`src/rtl/decode_issue_stage.sv`:
```
// rtl/decode_issue_stage.sv - RV64I decode/issue stage with register scoreboard
// Decodes one instruction per cycle, stalls on RAW/WAW hazards, and holds a registered issue bundle for EX.
module decode_issue_stage #(
   parameter int ADDRSIZE = 5,
   parameter int WORDSIZE = 64,
   parameter int PCSIZE   = 64
) (
   input  logic                clk,
   input  logic                rst,
   input  logic                if_valid,
   output logic                if_ready,
   input  logic [31:0]         if_instr,
   input  logic [PCSIZE-1:0]   if_pc,
   output logic [ADDRSIZE-1:0] rs1,
   output logic [ADDRSIZE-1:0] rs2,
   input  logic [WORDSIZE-1:0] rs1data,
   input  logic [WORDSIZE-1:0] rs2data,
   input  logic                wb_valid,
   input  logic [ADDRSIZE-1:0] wb_rd,
   input  logic                flush,
   output logic                ex_valid,
   input  logic                ex_ready,
   output logic [PCSIZE-1:0]   ex_pc,
   output logic [WORDSIZE-1:0] ex_rs1data,
   output logic [WORDSIZE-1:0] ex_rs2data,
   output logic [WORDSIZE-1:0] ex_imm,
   output logic [ADDRSIZE-1:0] ex_rd,
   output logic [6:0]          ex_opcode,
   output logic [2:0]          ex_funct3,
   output logic                ex_funct7b5,
   output logic                ex_wen,
   output logic                ex_illegal
);

   localparam int NREG = 1 << ADDRSIZE;

   localparam logic [6:0] OP_LOAD   = 7'b0000011;
   localparam logic [6:0] OP_IMM    = 7'b0010011;
   localparam logic [6:0] OP_IMM32  = 7'b0011011;
   localparam logic [6:0] OP_JALR   = 7'b1100111;
   localparam logic [6:0] OP_STORE  = 7'b0100011;
   localparam logic [6:0] OP_BRANCH = 7'b1100011;
   localparam logic [6:0] OP_LUI    = 7'b0110111;
   localparam logic [6:0] OP_AUIPC  = 7'b0010111;
   localparam logic [6:0] OP_JAL    = 7'b1101111;
   localparam logic [6:0] OP_OP     = 7'b0110011;
   localparam logic [6:0] OP_OP32   = 7'b0111011;

   logic [NREG-1:0]     pending;
   logic [NREG-1:0]     pend_eff;
   logic [NREG-1:0]     pending_next;

   logic [6:0]          opcode;
   logic [ADDRSIZE-1:0] rd_dec;
   logic                uses_rs1;
   logic                uses_rs2;
   logic                writes_cls;
   logic                writes_rd;
   logic                illegal;
   logic [31:0]         imm32;
   logic [WORDSIZE-1:0] imm_ext;
   logic                hazard;
   logic                slot_free;
   logic                accept;

   assign opcode = if_instr[6:0];
   assign rd_dec = if_instr[7 +: ADDRSIZE];
   assign rs1    = if_instr[15 +: ADDRSIZE];
   assign rs2    = if_instr[20 +: ADDRSIZE];

   always_comb begin
      uses_rs1   = 1'b0;
      uses_rs2   = 1'b0;
      writes_cls = 1'b0;
      illegal    = 1'b0;
      imm32      = '0;
      case (opcode)
         OP_LOAD, OP_IMM, OP_IMM32, OP_JALR: begin
            uses_rs1   = 1'b1;
            writes_cls = 1'b1;
            imm32      = {{20{if_instr[31]}}, if_instr[31:20]};
         end
         OP_STORE: begin
            uses_rs1 = 1'b1;
            uses_rs2 = 1'b1;
            imm32    = {{20{if_instr[31]}}, if_instr[31:25], if_instr[11:7]};
         end
         OP_BRANCH: begin
            uses_rs1 = 1'b1;
            uses_rs2 = 1'b1;
            imm32    = {{19{if_instr[31]}}, if_instr[31], if_instr[7],
                        if_instr[30:25], if_instr[11:8], 1'b0};
         end
         OP_OP, OP_OP32: begin
            uses_rs1   = 1'b1;
            uses_rs2   = 1'b1;
            writes_cls = 1'b1;
         end
         OP_LUI, OP_AUIPC: begin
            writes_cls = 1'b1;
            imm32      = {if_instr[31:12], 12'b0};
         end
         OP_JAL: begin
            writes_cls = 1'b1;
            imm32      = {{11{if_instr[31]}}, if_instr[31], if_instr[19:12],
                          if_instr[20], if_instr[30:21], 1'b0};
         end
         default: illegal = 1'b1;
      endcase
      writes_rd = writes_cls & (rd_dec != '0);
   end

   assign imm_ext = {{(WORDSIZE-32){imm32[31]}}, imm32};

   // Writeback retiring this cycle is already visible in the regfile read data.
   always_comb begin
      pend_eff = pending;
      if (wb_valid) pend_eff[wb_rd] = 1'b0;
      pend_eff[0] = 1'b0;
   end

   assign hazard    = (uses_rs1 & pend_eff[rs1]) | (uses_rs2 & pend_eff[rs2]) |
                      (writes_rd & pend_eff[rd_dec]);
   assign slot_free = !ex_valid | ex_ready;
   assign if_ready  = slot_free & !hazard & !flush & !rst;
   assign accept    = if_valid & if_ready;

   // Later steps win: wb clear, then flush clear of the held rd, then the new rd set.
   always_comb begin
      pending_next = pend_eff;
      if (flush && ex_valid && ex_wen) pending_next[ex_rd] = 1'b0;
      if (accept && writes_rd) pending_next[rd_dec] = 1'b1;
      pending_next[0] = 1'b0;
   end

   always_ff @(posedge clk) begin
      if (rst) begin
         pending     <= '0;
         ex_valid    <= 1'b0;
         ex_pc       <= '0;
         ex_rs1data  <= '0;
         ex_rs2data  <= '0;
         ex_imm      <= '0;
         ex_rd       <= '0;
         ex_opcode   <= '0;
         ex_funct3   <= '0;
         ex_funct7b5 <= 1'b0;
         ex_wen      <= 1'b0;
         ex_illegal  <= 1'b0;
      end else begin
         pending <= pending_next;
         if (accept) begin
            ex_valid    <= 1'b1;
            ex_pc       <= if_pc;
            ex_rs1data  <= rs1data;
            ex_rs2data  <= rs2data;
            ex_imm      <= imm_ext;
            ex_rd       <= rd_dec;
            ex_opcode   <= opcode;
            ex_funct3   <= if_instr[14:12];
            ex_funct7b5 <= if_instr[30];
            ex_wen      <= writes_rd;
            ex_illegal  <= illegal;
         end else if (flush || ex_ready) begin
            ex_valid <= 1'b0;
         end
      end
   end

endmodule

```
`config.mk`:
```
export PLATFORM = sky130hd
export DESIGN_NAME = decode_issue_stage
export DESIGN_NICKNAME = d
export VERILOG_FILES = /design/src/rtl/decode_issue_stage.sv
export SDC_FILE = /design/constraint.sdc
export NUM_CORES = 1
export LEC_CHECK = 0
export BUFFER_PORTS_ARGS = -buffer_cell sky130_fd_sc_hd__buf_4
export CAP_MARGIN = 20
export CORE_AREA = 2 2 202 204
export CTS_CLUSTER_DIAMETER = 80
export DETAILED_ROUTE_END_ITERATION = 8
export DIE_AREA = 0 0 204 206
export PLACE_DENSITY_LB_ADDON = 0.1
export SLEW_MARGIN = 10
export SYNTH_ARGS = -nofsm -noshare
export SYNTH_HDL_FRONTEND = slang
export SYNTH_SLANG_ARGS = --single-unit
```
`constraint.sdc`:
```
create_clock -name clk -period 3.65 [get_ports clk]
set_clock_uncertainty 0.1 [all_clocks]
set_input_delay 0.365 -clock clk [delete_from_list [all_inputs] [get_ports clk]]
set_output_delay 0.365 -clock clk [all_outputs]
set_load 0.01 [all_outputs]
```
After elaboration in Yosys (flattened, before gate mapping)
Index checks and enable logic that the tools add are counted.
{"block": "totals", "register_bits": 275, "ram_bits": 0, "word_cells": 89, "rom_bits": 0, "n_memories": 0, "latchBits": 0}
{"block": "classes", "reduce_logical": 19, "magnitude_cmp": 8, "n_mux": 22, "shift": 0, "addsub": 0, "n_div": 0, "n_eq_ne": 11, "multipliers": 0, "bitwise": 16}
{"operator": "32-bit case mux with 5 select lines", "count": 1}
{"operator": "32-bit two-way mux", "count": 3}
{"operator": "32-bit bitwise AND", "count": 2}
{"operator": "32-bit inverter", "count": 2}
{"operator": "32-bit bitwise OR", "count": 1}
{"operator": "5-bit by 6-bit less-than comparator with 1-bit output, second input constant", "count": 5}
{"operator": "7-bit by 6-bit == test with 1-bit output, second input constant", "count": 4}
{"operator": "7-bit by 5-bit == test with 1-bit output, second input constant", "count": 3}
{"operator": "7-bit == test, second input constant", "count": 3}
{"operator": "1-bit binary-select mux with 5-bit select", "count": 3}
{"operator": "1-bit demux with 5-bit select", "count": 3}
{"operator": "5-bit by 1-bit >= comparator with 1-bit output, second input constant", "count": 3}
{"operator": "1-bit two-way mux", "count": 12}
{"operator": "11-bit OR reduction", "count": 1}
{"operator": "9-bit OR reduction", "count": 1}
{"operator": "1-bit bitwise AND", "count": 8}
{"operator": "4-bit OR reduction", "count": 2}
{"operator": "8-bit OR reduction", "count": 1}
{"operator": "7-bit by 2-bit == test with 1-bit output, second input constant", "count": 1}
{"operator": "1-bit logical AND", "count": 6}
{"operator": "5-bit nonzero test", "count": 1}
{"operator": "1-bit logical NOT", "count": 4}
{"operator": "1-bit bitwise OR", "count": 3}
{"operator": "2-bit nonzero test", "count": 1}
{"operator": "2 further kinds", "count": 2}

Depth between registers and ports, before layout
{"block": "logic_depth", "word_depth": 19, "mapped_depth": 13}

Least setup slack after synthesis
Ideal clock, no wire load.
{"block": "synth_path", "path_type": "in2reg", "from": "input port if_instr[21]", "to": "register ex_imm[11]", "path_slack_ns": 0.440, "required_time_ns": 3.434, "cell_stages": 12, "t_arrival_ns": 2.994, "n_path_buf": 4, "setup_time_ns": 0.116, "path_cell_list": "buf_2 > mux2_1 > a2111oi_0 > a211oi_1 > o221ai_1 > o21ai_1 > or3_1 > or3_1 > buf_2 > buf_6 > buf_4 > a31o_2"}
{"block": "synth_via", "elab_chain_len": 10}
{"item": "start, declared", "line_no": "12", "text": "input logic [31:0] if_instr,"}
{"item": "1-bit binary-select mux with 5-bit select", "line_no": "122", "text": "assign hazard = (uses_rs1 & pend_eff[rs1]) | (uses_rs2 & pend_eff[rs2]) |"}
{"item": "1-bit two-way mux (not written as such)", "line_no": "122"}
{"item": "1-bit bitwise AND", "line_no": "122"}
{"item": "1-bit bitwise OR (2 in a row)", "line_no": "122"}
{"item": "1-bit logical NOT", "line_no": "125", "text": "assign if_ready = slot_free & !hazard & !flush & !rst;"}
{"item": "1-bit bitwise AND (3 in a row)", "line_no": "125"}
{"item": "1-bit bitwise AND", "line_no": "126", "text": "assign accept = if_valid & if_ready;"}
{"item": "end signal, assigned", "line_no": "157", "text": "ex_imm <= imm_ext;"}
{"item": "end, declared", "line_no": "26", "text": "output logic [WORDSIZE-1:0] ex_imm,"}
Every way passes these cells. The select of a mux whose other input is x is not followed.
A chain may end at the register's enable or synchronous reset.

Worst setup path in the final report
{"block": "layout_path", "from": "register pending[11]", "to": "output port if_ready"}
{"block": "layout_via", "elab_chain_len": 11}
{"item": "start, declared", "line_no": "49", "text": "logic [NREG-1:0] pending;"}
{"item": "start signal, assigned", "line_no": "151", "text": "pending <= pending_next;"}
{"item": "32-bit bitwise AND (no line)"}
{"item": "32-bit two-way mux *", "line_no": "118", "text": "if (wb_valid) pend_eff[wb_rd] = 1'b0;"}
{"item": "1-bit binary-select mux with 5-bit select", "line_no": "122"}
{"item": "1-bit two-way mux (not written as such)", "line_no": "122"}
{"item": "1-bit bitwise AND", "line_no": "122"}
{"item": "1-bit bitwise OR", "line_no": "122"}
{"item": "1-bit bitwise OR *", "line_no": "122"}
{"item": "1-bit logical NOT *", "line_no": "125"}
{"item": "1-bit bitwise AND * (3 in a row)", "line_no": "125"}
{"item": "end, declared", "line_no": "11", "text": "output logic if_ready,"}
Every way passes the cells marked *; elsewhere a longest branch is shown, timed or not. The select of a mux whose other input is x is not followed.

==> results.ini <==
[status]
status = finished, final reports clean

[place]
place_congestion = 0.969
io_buffers = 520
dpl.hpwl_mm = 38.6
place_ws_ps = -141

[final_layout]
nNetsFinal = 2064
drive_gt1_share_pct = 46.1
area_growth_pct = 42.3
n_fill_cell = 3957
layout_commonest_cell = buf_4
layout_common_cells = buf_4 (587), dfxtp_1 (274), nor3b_1 (204), a31o_2 (155), a31o_1 (64)
antenna_cells = 0

[yosys]
yosysSeqAreaShare_pct = 41.6
synth_edf_count = 0
synth_top_area_share_pct = 41.6
ys_seq_elements = 274
yosysUniqueCellTypes = 76
yosys_warnings = 0
netlist_instances = 1375
syn_avg_cell_area_um2 = 9.58
yosysTopAreaCell = dfxtp_1
synth.area.top_cells = dfxtp_1 (42%), nor3b_1 (12%), a31o_2 (10%)
syn_nets = 1610
syn-cell-area_um2 = 13200
ys_async_sr_fraction_pct = 0
synth_top_flop_cell = dfxtp_1

[route]
final_antenna_net_count = 0
dr.first_iter.drc_count = 801
num_vias = 13100
drt_pass1_iterations = 6
met1Wirelength_mm = 21.3
route.met3.wl_mm = 5.23
wl_per_cell_um = 22.3
drt_drc_violations_left = 0
routed_wl_mm = 53.2
met2_length_mm = 25.5
maxUsedRoutingLayer = met4
vias_per_cell = 5.50

[setup_path]
r2r_cells = 10
r2r_slack_ps = 350
startpoint = pending[11]
critPathRequiredTime_ps = 3180
critPathLaunchType = flip-flop
r2r_start = pending[21]
regToRegEndpoint = ex_rs1data[10]
criticalPathCategory = reg -> out
crit_fanout = 28
endpoint = if_ready
critPathArrivalTime_ps = 3040
end_kind = primary output

[global_route]
grt_pass1_vias = 12700
grt_max_degree = 179
grt_pass1_wl_mm = 78.5
grt_use_total_pct = 24.0
antenna_found_initial = 1
gr-total-overflow = 0

[clock_network]
clock-sinks = 274
ctsLongestPathBuffers = 3
cts_root_buf = clkbuf_16
h-tree-depth = 2
clk_latency_ps = 530
cts.clk_slew.worst_paths_ps = 60
cts_buffers = 34
cts_tree = built

[sta]
tightest_slew_ps = 919
rsz0062_at_grt = no
hold_viol = 0
min_period_over_period_pct = 96.1
min_period_ps = 3510
slew_viol_final = 0
slew_headroom_pct = 38.0
max_freq_ghz = 0.285
finalSetupViolCount = 0
setup_slack_ps = 141

[die]
num_rows = 74
dieArea_um2 = 42000
die_y_um = 206
ios = 521
coreArea_um2 = 40200
die_w_um = 204
floorplan.initialDensity_pct = 32.8

[job]
maxCapViolCount = 0

[pwr]
power_density_nw_per_um2 = 405
ir_drop_mv = 0.371
power_w = 0.00759
power_leakage_nw = 7.81

[min_path]
hold-path-cell-count = 3
hold_class = in -> reg

-- state kept, by name, summed over array words and instances, names as in the netlist --
signal	count
ex_illegal	1
pending	31
ex_pc	64
ex_wen	1
ex_rs2data	64
ex_funct7b5	1
ex_rd	5
ex_rs1data	64
ex_funct3	3
ex_imm	32
ex_valid	1
ex_opcode	7
-- synth_stat cells (8+ instances only) --
library cell    n
or2_2           9
buf_2          47
a21oi_1        34
dfxtp_1       274
nand2b_1        9
nor2_1         44
a31o_2        155
or3_1          37
a311oi_1        8
clkbuf_1       81
o2111ai_1      10
mux2i_1        30
nand3_1        12
o41ai_1        19
mux2_2         10
o21ai_0        52
buf_6           8
nand2_1        36
a31o_1         64
buf_4          49
nor3b_1       204
inv_1          10
nor3_1         25
-- where the power goes --
part,switching (W),total (W),internal [W]
Combinational,0.000544,0.00113,0.000589
Sequential,0.0000829,0.00321,0.00313
Clock,0.00135,0.00324,0.00189
-- area by class of cell --
cell class,instances,area (µm²),area share [%]
well taps,532,666,3.55
clock buffers,50,992,5.29
flip-flops and latches,274,5490,29.3
multi-input cells,896,6640,35.4
inverters,13,53.8,0.287
clock inverters,10,60.1,0.320
repair buffers,610,4850,25.9
-- worst min-delay path by stage --
stage,startpoint,end,slack (ps)
after floorplan,flush,ex_valid,370
after global placement,ex_imm[12],ex_imm[12],350
after CTS,ex_ready,ex_valid,10
final,ex_ready,ex_valid,40
after global routing,if_instr[12],ex_imm[12],40
after detailed placement,ex_imm[14],ex_imm[14],360
-- cell families (layout without fill, tap and decap cells) --
| kind of cell | after synthesis | count (layout) | synth area share [%] |
|---|---|---|---|
| xor gates and xnor gates | 5 | 5 | 0.332 |
| and+or+nand+nor | 434 | 434 | 21.4 |
| DFF | 274 | 274 | 41.6 |
| AOI/OAI and AO/OA | 414 | 414 | 24.9 |
| buffers and inverters | 205 | 683 | 8.15 |
| muxes | 43 | 43 | 3.56 |
-- critical path, stage by stage, from the launching register on --
cell	delay (ps)
dfxtp_1	430
o21ai_0	220
nand4_1	140
nand4_1	90
or4_1	570
nor4_4	400
buf_4	240
buf_12	180
nor2_1	70
buf_4	150
-- stage by stage --
step / cell area [µm²] / hold WS, ps / utilization (%) / cells / TNS, ps
detailed placement: 17600 / 356 / 43.9 / 2321 / -8560
finish: 18700 / 42.4 / 46.7 / 2385 / 0
global placement: 17600 / 347 / 43.9 / 2321 / -12220
CTS: 18700 / 14.0 / 46.6 / 2382 / 0
floorplan: 13200 / 367 / - / 1375 / 0
global route: 18700 / 43.1 / 46.7 / 2385 / 0
-- timing repair --
item / in CTS / in global routing
resized for setup: 1 / 0
setup buffers: 0 / 2
endpoints found under the setup margin: 1 / 1
hold buffers: 1 / 0
endpoints found under the hold margin: 1 / 0
pin swaps: 0 / 1
-- per-layer routing --
| layer | up-vias | GRT usage [%] |
|---|---|---|
| li1 | 6098 | - |
| met1 | 6317 | 30.1 |
| met2 | 618 | 39.7 |
| met3 | 74 | 6.97 |
| met4 | 0 | 7.45 |
| met5 | - | 0 |
Note: power is estimated with default switching activity, not from simulation.
